## config.mk

```make
export PLATFORM = sky130hd
export DESIGN_NAME = fetch_unit
export DESIGN_NICKNAME = d
export VERILOG_FILES = /design/src/rtl/fetch_unit.sv
export SDC_FILE = /design/constraint.sdc
export NUM_CORES = 1
export LEC_CHECK = 0
export CORE_UTILIZATION = 43
export CTS_CLUSTER_SIZE = 8
export DETAILED_ROUTE_END_ITERATION = 16
export GPL_TIMING_DRIVEN = 0
export PLACE_DENSITY = 0.76
export SLEW_MARGIN = 10
export SYNTH_ARGS = -nofsm -noshare
export SYNTH_HDL_FRONTEND = slang
export SYNTH_SLANG_ARGS = --single-unit
export TNS_END_PERCENT = 10
```

## constraint.sdc

```tcl
create_clock -name clk -period 2.2 [get_ports clk]
set_input_delay 0.22 -clock clk [delete_from_list [all_inputs] [get_ports clk]]
set_output_delay 0.22 -clock clk [all_outputs]
set_load 0.005 [all_outputs]
```

## src/rtl/fetch_unit.sv

```systemverilog
`default_nettype none
// ============================================================================
// Module      : fetch_unit
// Description : Decoupled RV32 instruction-fetch front end. Owns the fetch
//               PC, issues in-order requests to a variable-latency
//               instruction memory, steers the next PC from the predictor
//               and buffers returned instructions in a DEPTH-entry queue
//               that drains into decode over a valid/ready handshake.
//               Optional macro FETCH_BYPASS_EN: a live response is
//               forwarded straight to decode when the queue is empty.
// Revision    : 1.0 - initial release
// ============================================================================
module fetch_unit #(
    parameter int              XLEN            = 32,
    parameter int              DEPTH           = 4,
    parameter int              MAX_OUTSTANDING = 2,
    parameter logic [XLEN-1:0] RESET_PC        = '0
) (
    input  logic                     clk,
    input  logic                     reset,
    input  logic                     redirect_valid,
    input  logic [XLEN-1:0]          redirect_pc,
    output logic [XLEN-1:0]          bp_lookup_pc,
    input  logic                     bp_hit,
    input  logic                     bp_taken,
    input  logic [XLEN-1:0]          bp_target,
    output logic                     imem_req_valid,
    input  logic                     imem_req_ready,
    output logic [XLEN-1:0]          imem_req_addr,
    input  logic                     imem_resp_valid,
    input  logic [XLEN-1:0]          imem_resp_data,
    output logic                     dec_valid,
    input  logic                     dec_ready,
    output logic [XLEN-1:0]          dec_pc,
    output logic [XLEN-1:0]          dec_instr,
    output logic [XLEN-1:0]          dec_pred_target,
    output logic                     dec_pred_taken,
    output logic [$clog2(DEPTH):0]   fq_count
);

    localparam int c_PTR_W = $clog2(DEPTH);
    localparam int c_CNT_W = c_PTR_W + 1;
    localparam int c_SP_W  = (MAX_OUTSTANDING > 1) ? $clog2(MAX_OUTSTANDING) : 1;
    localparam int c_SC_W  = $clog2(MAX_OUTSTANDING + 1);
    localparam logic [c_SP_W-1:0] c_SP_LAST = c_SP_W'(MAX_OUTSTANDING - 1);

    // One in-flight request: where it was fetched from and what we predicted.
    typedef struct packed {
        logic [XLEN-1:0] pc;
        logic            taken;
        logic [XLEN-1:0] next_pc;
    } side_entry_t;

    // One buffered instruction waiting for decode.
    typedef struct packed {
        logic [XLEN-1:0] pc;
        logic [XLEN-1:0] instr;
        logic            taken;
        logic [XLEN-1:0] target;
    } fq_entry_t;

    // State registers
    logic [XLEN-1:0]    fetch_pc_q,  fetch_pc_d;
    fq_entry_t          fq_mem_q   [DEPTH];
    fq_entry_t          fq_mem_d   [DEPTH];
    logic [c_PTR_W-1:0] fq_wr_q,     fq_wr_d;
    logic [c_PTR_W-1:0] fq_rd_q,     fq_rd_d;
    logic [c_CNT_W-1:0] fq_cnt_q,    fq_cnt_d;
    side_entry_t        side_mem_q [MAX_OUTSTANDING];
    side_entry_t        side_mem_d [MAX_OUTSTANDING];
    logic [c_SP_W-1:0]  side_wr_q,   side_wr_d;
    logic [c_SP_W-1:0]  side_rd_q,   side_rd_d;
    logic [c_SC_W-1:0]  side_cnt_q,  side_cnt_d;
    logic [MAX_OUTSTANDING-1:0] kill_q, kill_d;

    // Combinational control
    logic            w_req_valid;
    logic            w_req_fire;
    logic            w_pred_taken;
    logic [XLEN-1:0] w_next_pc;
    logic            w_side_empty;
    logic            w_resp_pop;
    logic            w_resp_keep;
    side_entry_t     w_side_head;
    fq_entry_t       w_resp_entry;
    fq_entry_t       w_dec_entry;
    logic            w_fq_empty;
    logic            w_bypass;
    logic            w_dec_valid;
    logic            w_enq;
    logic            w_deq;
    logic [3:0]      w_unused_lsbs;

    // Fetch addresses are always word aligned; the low bits are dropped.
    assign w_unused_lsbs = {redirect_pc[1:0], bp_target[1:0]};

    function automatic logic [c_SP_W-1:0] side_inc(input logic [c_SP_W-1:0] p);
        return (p == c_SP_LAST) ? '0 : p + 1'b1;
    endfunction

    // Request credit, response classification and decode-side selection.
    always_comb begin
        w_side_empty = (side_cnt_q == '0);
        w_fq_empty   = (fq_cnt_q == '0);
        // Credit counts queued plus in-flight so every response has a slot.
        w_req_valid  = reset && !redirect_valid
                    && (32'(side_cnt_q) < 32'(MAX_OUTSTANDING))
                    && ((32'(fq_cnt_q) + 32'(side_cnt_q)) < 32'(DEPTH));
        w_req_fire   = w_req_valid && imem_req_ready;
        w_pred_taken = bp_hit && bp_taken;
        w_next_pc    = w_pred_taken ? {bp_target[XLEN-1:2], 2'b00}
                                    : fetch_pc_q + XLEN'(4);
        // A response with no matching request (e.g. issued before reset) is ignored.
        w_resp_pop   = imem_resp_valid && !w_side_empty;
        w_side_head  = side_mem_q[side_rd_q];
        w_resp_keep  = w_resp_pop && !kill_q[side_rd_q] && !redirect_valid;
        w_resp_entry = '{pc:     w_side_head.pc,
                         instr:  imem_resp_data,
                         taken:  w_side_head.taken,
                         target: w_side_head.next_pc};
`ifdef FETCH_BYPASS_EN
        w_bypass     = w_fq_empty && w_resp_keep;
`else
        w_bypass     = 1'b0;
`endif
        w_dec_valid  = (!w_fq_empty || w_bypass) && !redirect_valid;
        w_dec_entry  = w_bypass ? w_resp_entry : fq_mem_q[fq_rd_q];
        w_deq        = !w_fq_empty && dec_ready && !redirect_valid;
        // A bypassed response that decode takes never lands in the queue.
        w_enq        = w_resp_keep && !(w_bypass && dec_ready);
    end

    // Next-state for fetch PC, in-flight tracker and instruction queue.
    always_comb begin
        fetch_pc_d = fetch_pc_q;
        fq_mem_d   = fq_mem_q;
        fq_wr_d    = fq_wr_q;
        fq_rd_d    = fq_rd_q;
        fq_cnt_d   = fq_cnt_q;
        side_mem_d = side_mem_q;
        side_wr_d  = side_wr_q;
        side_rd_d  = side_rd_q;
        side_cnt_d = side_cnt_q;
        kill_d     = kill_q;

        if (w_req_fire) begin
            fetch_pc_d            = w_next_pc;
            side_mem_d[side_wr_q] = '{pc: fetch_pc_q, taken: w_pred_taken, next_pc: w_next_pc};
            kill_d[side_wr_q]     = 1'b0;
            side_wr_d             = side_inc(side_wr_q);
        end
        if (w_resp_pop) begin
            side_rd_d = side_inc(side_rd_q);
        end
        case ({w_req_fire, w_resp_pop})
            2'b10:   side_cnt_d = side_cnt_q + 1'b1;
            2'b01:   side_cnt_d = side_cnt_q - 1'b1;
            default: side_cnt_d = side_cnt_q;
        endcase

        if (w_enq) begin
            fq_mem_d[fq_wr_q] = w_resp_entry;
            fq_wr_d           = fq_wr_q + 1'b1;
        end
        if (w_deq) begin
            fq_rd_d = fq_rd_q + 1'b1;
        end
        case ({w_enq, w_deq})
            2'b10:   fq_cnt_d = fq_cnt_q + 1'b1;
            2'b01:   fq_cnt_d = fq_cnt_q - 1'b1;
            default: fq_cnt_d = fq_cnt_q;
        endcase

        // Redirect wins: flush the queue, poison everything still in flight.
        if (redirect_valid) begin
            fetch_pc_d = {redirect_pc[XLEN-1:2], 2'b00};
            fq_wr_d    = '0;
            fq_rd_d    = '0;
            fq_cnt_d   = '0;
            kill_d     = '1;
        end
    end

    // State registers with asynchronous active-low reset.
    always_ff @(posedge clk or negedge reset) begin
        if (!reset) begin
            fetch_pc_q <= RESET_PC;
            for (int i = 0; i < DEPTH; i++) begin
                fq_mem_q[i] <= '0;
            end
            fq_wr_q    <= '0;
            fq_rd_q    <= '0;
            fq_cnt_q   <= '0;
            for (int i = 0; i < MAX_OUTSTANDING; i++) begin
                side_mem_q[i] <= '0;
            end
            side_wr_q  <= '0;
            side_rd_q  <= '0;
            side_cnt_q <= '0;
            kill_q     <= '0;
        end else begin
            fetch_pc_q <= fetch_pc_d;
            fq_mem_q   <= fq_mem_d;
            fq_wr_q    <= fq_wr_d;
            fq_rd_q    <= fq_rd_d;
            fq_cnt_q   <= fq_cnt_d;
            side_mem_q <= side_mem_d;
            side_wr_q  <= side_wr_d;
            side_rd_q  <= side_rd_d;
            side_cnt_q <= side_cnt_d;
            kill_q     <= kill_d;
        end
    end

    assign bp_lookup_pc    = fetch_pc_q;
    assign imem_req_addr   = fetch_pc_q;
    assign imem_req_valid  = w_req_valid;
    assign dec_valid       = w_dec_valid;
    assign dec_pc          = w_dec_entry.pc;
    assign dec_instr       = w_dec_entry.instr;
    assign dec_pred_taken  = w_dec_entry.taken;
    assign dec_pred_target = w_dec_entry.target;
    assign fq_count        = fq_cnt_q;

endmodule
`default_nettype wire

```

-- Word level (Yosys, flattened, before mapping)
Index checks and enable logic that the tools add are counted.
- bits in registers: 563
- output and inout bits: 166
- muxes and demuxes: 30
- eq/ne operators: 4
- add/subtract/negate cells: 10
- bitwise logic cells: 6
- order comparisons: 11
- reduce and logical (&&, ||, !) cells: 25
- operator list (cell ; number):
    $bwmux W388 ; 1
    $mux W97 ; 3
    $mux W65 ; 4
    $bmux W97 S2 ; 1
    $demux W97 S2 ; 1
    $bwmux W130 ; 1
    $mux W32 ; 3
    $demux W65 S1 ; 1
    $add A32 B3 Y32 const B ; 1
    $logic_and A1 B1 Y1 ; 14
    $mux W2 ; 6
    $reduce_bool A2 Y1 ; 4
    $add A2 B1 Y2 const B ; 3
    $ge A3 B3 Y1 const B ; 2
    $not A2 Y3 ; 2
    $pmux W3 S2 ; 1
    $mux W1 ; 5
    $add A3 B2 Y4 ; 1
    $eq A2 B1 Y1 const B ; 2
    $eq A2 B2 Y1 const B ; 2
    $ge A2 B2 Y1 const B ; 2
    $logic_not A1 Y1 ; 4
    $lt A1 B2 Y1 const B ; 2
    $lt A4 B3 Y1 const B ; 1
    other kinds (17) ; 19

-- Longest topological paths before layout
Gate-level depths: netlist of the first run.
- depth after elaboration: 8
- depth in mapped cells: 10
- gate-level depth less buffers: 8

-- Worst setup path after synthesis of the first run
No wires, ideal clock.
- path type: reg2reg
- from: register fetch_pc_q[3] (netlist: bp_lookup_pc[3])
- to: register fetch_pc_q[20] (netlist: bp_lookup_pc[20])
- data arrival time: 2.231 ns
- cell stages (with the launch flop): 9
- slack: -0.157 ns
- period minus slack after synthesis: 2.357 ns
- data required time: 2.074 ns
- cells stage by stage: dfrtp_1 -> ha_1 -> buf_2 -> inv_1 -> or4_1 -> clkbuf_1 -> o31ai_1 -> a31oi_1 -> a221o_1
- cells in the longest elaborated chain, start to end: 4
- RTL lines (item ; RTL line ; source):
    from (decl) ; 63 ; logic [XLEN-1:0] fetch_pc_q, fetch_pc_d;
    from (signal assigned) ; 202 ; fetch_pc_q <= fetch_pc_d;
    $add A32 B3 Y32 ; 112 ; : fetch_pc_q + XLEN'(4);
    $mux W32 ; 111 ; w_next_pc = w_pred_taken ? {bp_target[XLEN-1:2], 2'b00}
    $mux W32 ; 146 ; if (w_req_fire) begin
    $mux W32 ; 175 ; if (redirect_valid) begin
Every way passes these cells. The select of a mux whose other input is x is not followed.
A chain may end at the register's enable or synchronous reset.

-- Worst setup path in the final report of the first run
- from: register fq_rd_q[0]
- to: output dec_pc[23]
- cells in the longest elaborated chain, start to end: 4
- RTL lines (item ; RTL line ; source):
    from (decl) ; 67 ; logic [c_PTR_W-1:0] fq_rd_q, fq_rd_d;
    from (signal assigned) ; 205 ; fq_rd_q <= fq_rd_d;
    $not A2 Y3 (not written as such) ; 127 ; w_dec_entry = w_bypass ? w_resp_entry : fq_mem_q[fq_rd_q];
    $bmux W97 S2 ; 127 ;
    $mux W97 (not written as such) (2 in series) ; 127 ;
    to (decl) ; 34 ; output logic [XLEN-1:0] dec_pc,
Every way passes these cells. The select of a mux whose other input is x is not followed.

==> results of run 1 <==
[metal layers]
metal  vias to the layer above  wire length [um]
met2                      1139             38500
met1                     10100             30900
met3                       181              6890
li1                       8521                 -
met5                         -                 0
met4                         0              3050
[area by class of cell]
cell class / count / area (um2)
inverter: 10 / 40.0
sequential: 563 / 14100
fill: 4428 / 24000
multi-input combinational: 1430 / 10300
buffer: 180 / 1390
clock buffer: 88 / 2120
clock inverter: 3 / 30.0
timing repair buffer: 374 / 3730
tap: 756 / 946
[through the flow]
step / worst slack (ns) / power (W)
after CTS: -0.275 / 0.0342
after global placement: -24.01 / 0.0219
final: -0.219 / 0.0346
after floorplan: -0.00579 / 0.0178
after detailed placement: -1.79 / 0.0222
after global routing: -0.247 / 0.0360
[cells in the final DEF (no fill, tap or decap), types with 55 or more instances in the layout]
cell / n
mux4_2: 97
clkbuf_2: 61
mux2i_1: 71
nand2_1: 561
buf_4: 99
clkbuf_16: 87
clkdlybuf4s50_1: 165
o21ai_0: 303
mux2_2: 132
buf_2: 55
dfrtp_1: 538
[sequential cells by signal, indices dropped and copies added, names as in the netlist]
signal / cells
side_rd_q: 1
fq_mem_q: 388
fq_count: 3
bp_lookup_pc: 32
side_cnt_q: 2
kill_q: 2
side_wr_q: 1
fq_wr_q: 2
side_mem_q: 130
fq_rd_q: 2
[cells by family (layout without fill, tap and decap cells)]
group	count (synthesis)	after routing
AND/OR/NAND/NOR	689	689
buffers and inverters	202	655
XOR/XNOR	24	24
multiplexers	306	306
adder cells (fa/ha/maj)	8	8
AO/OA/AOI/OAI	403	403
flip-flops	563	563
[path summary, 6_finish.rpt]
kind / start / to / slack, ns / cells past startpoint
worst max-delay path: fq_rd_q[0] / dec_pc[23] / -0.22 / 5
worst min-delay path: reset / side_mem_q[122] / 0.03 / 6
worst max register to register: bp_lookup_pc[13] / side_mem_q[91] / -0.03 / 6
worst min register to register: side_mem_q[45] / side_mem_q[45] / 0.47 / 2
max in group asynchronous: reset / fq_mem_q[351] / 1.17 / 6
min in group clk: redirect_pc[3] / bp_lookup_pc[3] / 0.22 / 3
[power by group through the flow]
stage                     logic, W  registers [W]  clock network [W]
after floorplan            0.00481         0.0130                  0
after global routing        0.0110         0.0135             0.0115
final                       0.0103         0.0134             0.0109
after CTS                  0.00986         0.0133             0.0110
after detailed placement   0.00879         0.0134                  0
after global placement     0.00857         0.0133                  0
[worst max-delay path, cell delays in order (launching register included)]
cell     delay, ns
dfrtp_2       0.43
buf_12        0.18
buf_12        0.15
buf_12        0.13
mux4_2        0.56
buf_2         0.16
[timing repair]
item | CTS | global route
hold buffers | 10 | 0
cloned | 7 | 0
buffers inserted | 38 | 51
resized for setup | 639 | 186
setup endpoints to repair | 661 | 597
hold endpoints to repair | 122 | 0
pin swaps | 7 | 12
==> results.yml, run 1 <==
status:
  status: "finished with violations"
  violations: "setup timing"
pwr:
  power.density_nw_per_um2: 1060
  p_sw_w: 0.0108
  p_int_w: 0.0238
  power_frac_seq_pct: 38.6
  leakagePower_nw: 15.2
  clkPwrFrac_pct: 31.6
  p_sw_share_pct: 31.3
  max-vdd-ir-drop_v: 0.000623
  comb_power_share_pct: 29.8
die:
  die_w_um: 242
  io_pins: 270
  die_h_um: 242
  initial_utilization_pct: 43.8
  core_area_um2: 56700
  row_count: 87
  die_area_um2: 58700
placed_design:
  hpwl_mm: 53.2
  io_buffers: 265
  dp_cells: 3221
  dpl_cell_area_um2: 28700
  place_congestion: 0.962
synthesis:
  yosys.area.top_type_share_pct: 56.7
  synthXorXnorAreaFrac_pct: 0.846
  synth_edf_count: 0
  ys.flop_type: "dfrtp_1"
  synth_top_cell_by_area: "dfrtp_1"
  netlist-cell-type-count: 52
  synthAdderAreaFrac_pct: 0.433
  synth_nets: 2307
  synthTopCellsByCount: "568 x nand2_1, 563 x dfrtp_1, 307 x o21ai_0"
  synth.area.top_cells: "dfrtp_1 57%, mux4_2 8.8%, nand2_1 8.6%"
  ys_warn_count: 0
  synth_mux_area_share_pct: 17.9
  synth_most_common_cell: "nand2_1"
  synth_top_family_by_area: "multiplexers"
  synth-seq-cells: 563
  syn_avg_cell_area_um2: 11.3
  ys_seq_area_share_pct: 56.7
  async_reset_ff_share_pct: 100
  syn_inst: 2195
  synth-simple-area-share_pct: 11.3
  syn-cell-area_um2: 24800
  synth_compound_area_share_pct: 9.28
grt:
  met1_usage_pct: 35.2
  grt_max_degree: 125
  first_global_vias: 20500
  antenna_found_initial: 0
  grt_use_met2_pct: 43.3
  grt_pass1_wl_mm: 121
  grt-busiest-layer: "met2"
  grt-ovfl-total: 0
  grt_usage_pct: 26.8
  met3_usage_pct: 5.17
drt:
  drt_iter0_drc: 1944
  vias: 20000
  final_antenna_net_count: 0
  drc: 0
  avgViaCountPerCell: 5.87
  drt-total-wl_mm: 79.3
  drtPass1Iterations: 6
  wl_per_cell_um: 23.3
timing:
  rsz0062_at_grt: "yes"
  slew_viol_final: 0
  worstMarginPinSlew_ns: 0.898
  fin_crit_ns: 2.42
  fin_skew_ns: 0.0223
  finalCritPeriodShare_pct: 110
  slew_headroom_pct: 39.5
  finalSetupTns_ns: -10.14
  final-setup-viol-count: 88
  finalHoldViolCount: 0
  fin_ws_ns: -0.219
  fmax_mhz: 413
  hold_ws_ns: 0.0309
worst_setup_path:
  crit_type: "flip-flop to output port"
  cp_max_fo: 8
  required_ns: 1.98
  start_kind: "flip-flop"
  critPathArrivalTime_ns: 2.20
  crit_path_end_kind: "output port"
cts:
  clk_path_buf_depth: 3
  cts_tree: "built"
  clockRootBuffer: "clkbuf_16"
  clk_latency_ns: 0.60
  htree_levels: 3
  numCtsBuffers: 80
  clock_sinks: 563
  clkTransAtPathRegs_ns: 0.05
layout:
  final_cells: 3404
  post-route-util_pct: 57.7
  drive_gt1_share_pct: 28.7
  areaGrowthSynthToFinish_pct: 31.7
  fin_nets: 2751
  design_area_um2: 32700
  n_antenna_cell: 0
job:
  maxCapViolations: 0
hold_path:
  hold_path_class: "primary input to async pin"
Power figures use the tool's default switching activity.
==> run 2, diff against run 1 <==
Settings changed: PLACE_DENSITY 0.76 to 0.74, SLEW_MARGIN 10 to 40.
Clock period 2.2 ns to 2.8 ns, I/O delays scaled along.
==> results.yml, run 2 (same netlist as run 1, synthesis figures left out) <==
status:
  status: "completed"
worst_setup_path:
  critPathArrivalTime_ns: 2.49
  start_kind: "flip-flop"
  critPathTopFamily: "buffers and inverters"
  slowest_stage: "mux4_2"
  crit_buf_inv: 3
  crit_path_cell_trace: "buf_4 -> buf_8 -> mux4_2 -> clkdlybuf4s50_1"
  crit_type: "flip-flop to output port"
  crit_path_end_kind: "output port"
  cp_max_fo: 10
  critPathMaxStageDelay_ns: 0.57
  required_ns: 2.52
layout:
  drive_gt1_share_pct: 17.1
  largest_reg_flops: 388
  mostFrequentLayoutCells: "564 x nand2_1, 558 x dfrtp_1, 305 x o21ai_0"
  top_register: "fq_mem_q"
  multi_input_area_um2: 9930
  fillers: 4656
  fin_nets: 2676
  final_common_cell: "nand2_1"
  post-route-util_pct: 55.2
  seq_area_um2: 14100
  final_cells: 3327
  design_area_um2: 31300
  areaGrowthSynthToFinish_pct: 26.1
placed_design:
  hpwl_mm: 54.3
  place_congestion: 0.926
  io_buffers: 265
  dp_cells: 3223
  dpl_cell_area_um2: 28700
  dp_slack_ns: -1.64
grt:
  grt_usage_pct: 26.5
  antenna_found_initial: 1
  first_global_vias: 20000
  grt_pass1_wl_mm: 119
  grt-ovfl-total: 0
  grt_max_degree: 82
timing:
  final-setup-viol-count: 0
  slew_headroom_pct: 44.3
  rsz0062_at_grt: "yes"
  fin_crit_ns: 2.77
  fmax_mhz: 361
  finalCritPeriodShare_pct: 99.0
  fin_skew_ns: 0.0228
  slew_viol_final: 0
  worstMarginPinSlew_ns: 0.827
  finalHoldViolCount: 0
  fin_ws_ns: 0.0272
pwr:
  power.density_nw_per_um2: 830
  leakagePower_nw: 14.2
  max-vdd-ir-drop_v: 0.000567
  p_total_w: 0.0260
cts:
  clockRootBuffer: "clkbuf_16"
  clock_sinks: 563
  clk_path_buf_depth: 3
  clk_latency_ns: 0.61
  htree_levels: 3
  numCtsBuffers: 80
  cts_tree: "built"
  clkTransAtPathRegs_ns: 0.05
drt:
  drtPass1Iterations: 8
  final_antenna_net_count: 0
  avgViaCountPerCell: 5.82
  wl_per_cell_um: 23.2
  drc: 0
  drt_iter0_drc: 1911
  drt-total-wl_mm: 77.2
  vias: 19400
job:
  maxCapViolations: 0
die:
  initial_utilization_pct: 43.8
  row_count: 87
  die_w_um: 242
  die_area_um2: 58700
  io_pins: 270
  die_h_um: 242
  core_area_um2: 56700
hold_path:
  hold_path_class: "primary input to async pin"
==> run 2: timing repair <==
item                                    CTS  global route
hold endpoints to repair                160             0
hold buffers                             13             0
pin swaps                                 1             0
gates resized for setup                  65            22
setup buffers                             2             2
cloned                                    3             0
endpoints found under the setup margin  560           299
==> run 2: layout make-up <==
type,count,share of cell area (%)
flip-flops and latches,563,45.0
plain buffers,187,3.10
clock inverters,3,0.132
well taps,756,3.02
multi-input cells,1430,31.7
inverters,10,0.120
clock buffers,85,6.55
diodes,1,0.00799
repair buffers,292,10.4
==> run 2: stage by stage <==
| step | hold WS, ns | setup TNS [ns] |
|---|---|---|
| after detailed placement | 0.236 | -360.64 |
| after floorplan | -0.0156 | 0 |
| after global routing | 0.0607 | -0.314 |
| after CTS | 0.0309 | -0.0243 |
| final | 0.0550 | 0 |
| after global placement | 0.456 | - |
==> run 2: power by group <==
| group | switching [W] | total (W) | internal (W) |
|---|---|---|---|
| Clock | 0.00330 | 0.00840 | 0.00510 |
| Combinational | 0.00380 | 0.00715 | 0.00336 |
| Sequential | 0.000948 | 0.0105 | 0.00951 |
| Total | 0.00805 | 0.0260 | 0.0180 |
==> run 2: worst paths after layout <==
check | end | cells past startpoint | from | slack (ns)
max in group asynchronous | fq_mem_q[332] | 5 | reset | 1.78
worst min register to register | side_mem_q[129] | 2 | side_mem_q[129] | 0.47
worst min-delay path | fq_mem_q[198] | 4 | reset | 0.05
worst max-delay path | dec_pred_target[14] | 4 | fq_rd_q[0] | 0.03
worst max register to register | bp_lookup_pc[20] | 8 | bp_lookup_pc[2] | 0.10
min in group clk | bp_lookup_pc[2] | 3 | redirect_pc[2] | 0.27
==> run 2: routing by layer <==
layer / up-vias / global-route usage, % / wire [um]
met5: - / 0 / 11
met3: 173 / 5.16 / 6030
met1: 9831 / 35.4 / 31500
li1: 8385 / - / -
met2: 971 / 42.8 / 36900
met4: 2 / 10.2 / 2780
==> run 2: worst min-delay path, cell delays in order <==
cell and delay (ns):
buf_16 0.10, buf_16 0.14, buf_16 0.14, bufbuf_16 0.36
==> run 3, diff against run 2 <==
Settings changed: CORE_ASPECT_RATIO from default to 2.
==> results.yml, run 3 (same netlist as run 1, synthesis figures left out) <==
pwr:
  leakagePower_nw: 14.4
  p_total_w: 0.0263
  power.density_nw_per_um2: 834
  max-vdd-ir-drop_v: 0.000466
die:
  io_pins: 270
  die_w_um: 172
  die_area_um2: 58800
  initial_utilization_pct: 43.5
  die_h_um: 342
  row_count: 124
  core_area_um2: 57100
grt:
  first_global_vias: 21000
  grt_max_degree: 81
  grt-ovfl-total: 0
  grt_usage_pct: 29.3
  antenna_found_initial: 2
  grt_pass1_wl_mm: 126
worst_setup_path:
  critPathMaxStageDelay_ns: 0.75
  required_ns: 3.24
  start_kind: "flip-flop"
  r2r_cells: 5
  reg2reg_from: "side_rd_q"
  crit_path_end_kind: "flip-flop"
  crit_buf_inv: 3
  timing.rr.end: "fq_mem_q[88]"
  crit_path_cell_trace: "clkbuf_1 -> buf_1 -> clkbuf_2 -> mux2i_1 -> o21ai_0"
  critPathTopFamily: "buffers and inverters"
  slowest_stage: "mux2i_1"
  rrSetupSlack_ns: 0.006
  crit_type: "flip-flop to flip-flop"
  cp_max_fo: 10
  critPathArrivalTime_ns: 3.23
hold_path:
  hold_path_class: "primary input to async pin"
timing:
  finalCritPeriodShare_pct: 99.8
  fin_crit_ns: 2.79
  finalHoldViolCount: 0
  final-setup-viol-count: 0
  fin_ws_ns: 0.00635
  worstMarginPinSlew_ns: 0.858
  slew_headroom_pct: 42.8
  fin_skew_ns: 0.0295
  rsz0062_at_grt: "yes"
  fmax_mhz: 358
  slew_viol_final: 0
job:
  maxCapViolations: 0
layout:
  n_antenna_cell: 0
  design_area_um2: 31500
  final_common_cell: "nand2_1"
  top_register: "fq_mem_q"
  largest_reg_flops: 388
  fillers: 4869
  areaGrowthSynthToFinish_pct: 26.9
  drive_gt1_share_pct: 18.2
  final_cells: 3334
  fin_nets: 2684
  post-route-util_pct: 55.2
  mostFrequentLayoutCells: "564 x nand2_1, 553 x dfrtp_1, 305 x o21ai_0"
placed_design:
  hpwl_mm: 60.9
  dpl_cell_area_um2: 28700
  io_buffers: 265
  dp_cells: 3223
  dp_slack_ns: -1.46
  place_congestion: 0.980
drt:
  vias: 19400
  drt_iter0_drc: 1406
  wl_per_cell_um: 25.0
  drtPass1Iterations: 5
  avgViaCountPerCell: 5.81
  drt-total-wl_mm: 83.5
  drc: 0
  final_antenna_net_count: 0
cts:
  clk_path_buf_depth: 3
  clk_latency_ns: 0.62
  clockRootBuffer: "clkbuf_16"
  numCtsBuffers: 80
  clkTransAtPathRegs_ns: 0.05
  cts_tree: "built"
  htree_levels: 3
  clock_sinks: 563
status:
  status: "completed"
==> run 3: worst max-delay path by stage <==
stage	startpoint	endpoint	slack, ns	depth (start not counted)
floorplan	bp_lookup_pc[3]	bp_lookup_pc[20]	0.44	8
global placement	reset	bp_lookup_pc[14]	-21.85	1
detailed placement	reset	side_mem_q[29]	-1.46	11
CTS	fq_rd_q[0]	dec_pc[1]	-0.08	4
global route	fq_rd_q[0]	dec_instr[22]	-0.05	4
finish	side_rd_q	fq_mem_q[88]	0.006	5
==> run 3: through the flow <==
stage / hold slack, ns / TNS (ns)
global placement: 0.455 / -
finish: 0.0228 / 0
floorplan: -0.0156 / 0
CTS: 0.00976 / -1.35
detailed placement: 0.281 / -458.88
global route: 0.0313 / -0.691
==> run 3: worst register-to-register path, stage by stage, from the launching register on <==
cell and delay (ns):
dfrtp_1 0.32, clkbuf_1 0.18, buf_1 0.58, clkbuf_2 0.54, mux2i_1 0.75, o21ai_0 0.24
==> run 3: area by class of cell <==
type | count | area [um2] | share of cell area [%]
well taps | 756 | 946 | 3.00
flip-flops and latches | 563 | 14100 | 44.7
inverters | 10 | 37.5 | 0.119
clock buffers | 82 | 2030 | 6.44
plain buffers | 187 | 1000 | 3.18
clock inverters | 6 | 114 | 0.361
multi-input cells | 1430 | 9990 | 31.7
repair buffers | 300 | 3300 | 10.5
==> run 3: per-layer routing <==
layer  global-route usage, %  vias to the layer above  part of all wire (%)
li1                        -                     8361                     -
met1                    29.6                     9802                    33
met2                    51.6                      907                    52
met3                    4.41                      287                   5.9
met4                    25.3                        4                   9.4
met5                       0                        -                 0.032
==> run 3: what timing repair did <==
action	4_1_cts	5_1_grt
hold buffers	17	0
pin swaps	0	1
gates resized for setup	84	29
buffers inserted	6	1
hold endpoints to repair	221	0
setup endpoints to repair	653	274
gates cloned	3	0
==> run 3: power breakdown <==
group	switching [W]	internal, W	leakage [nW]
registers	0.00101	0.00951	7.61
clock network	0.00345	0.00519	1.05
logic	0.00375	0.00338	5.71
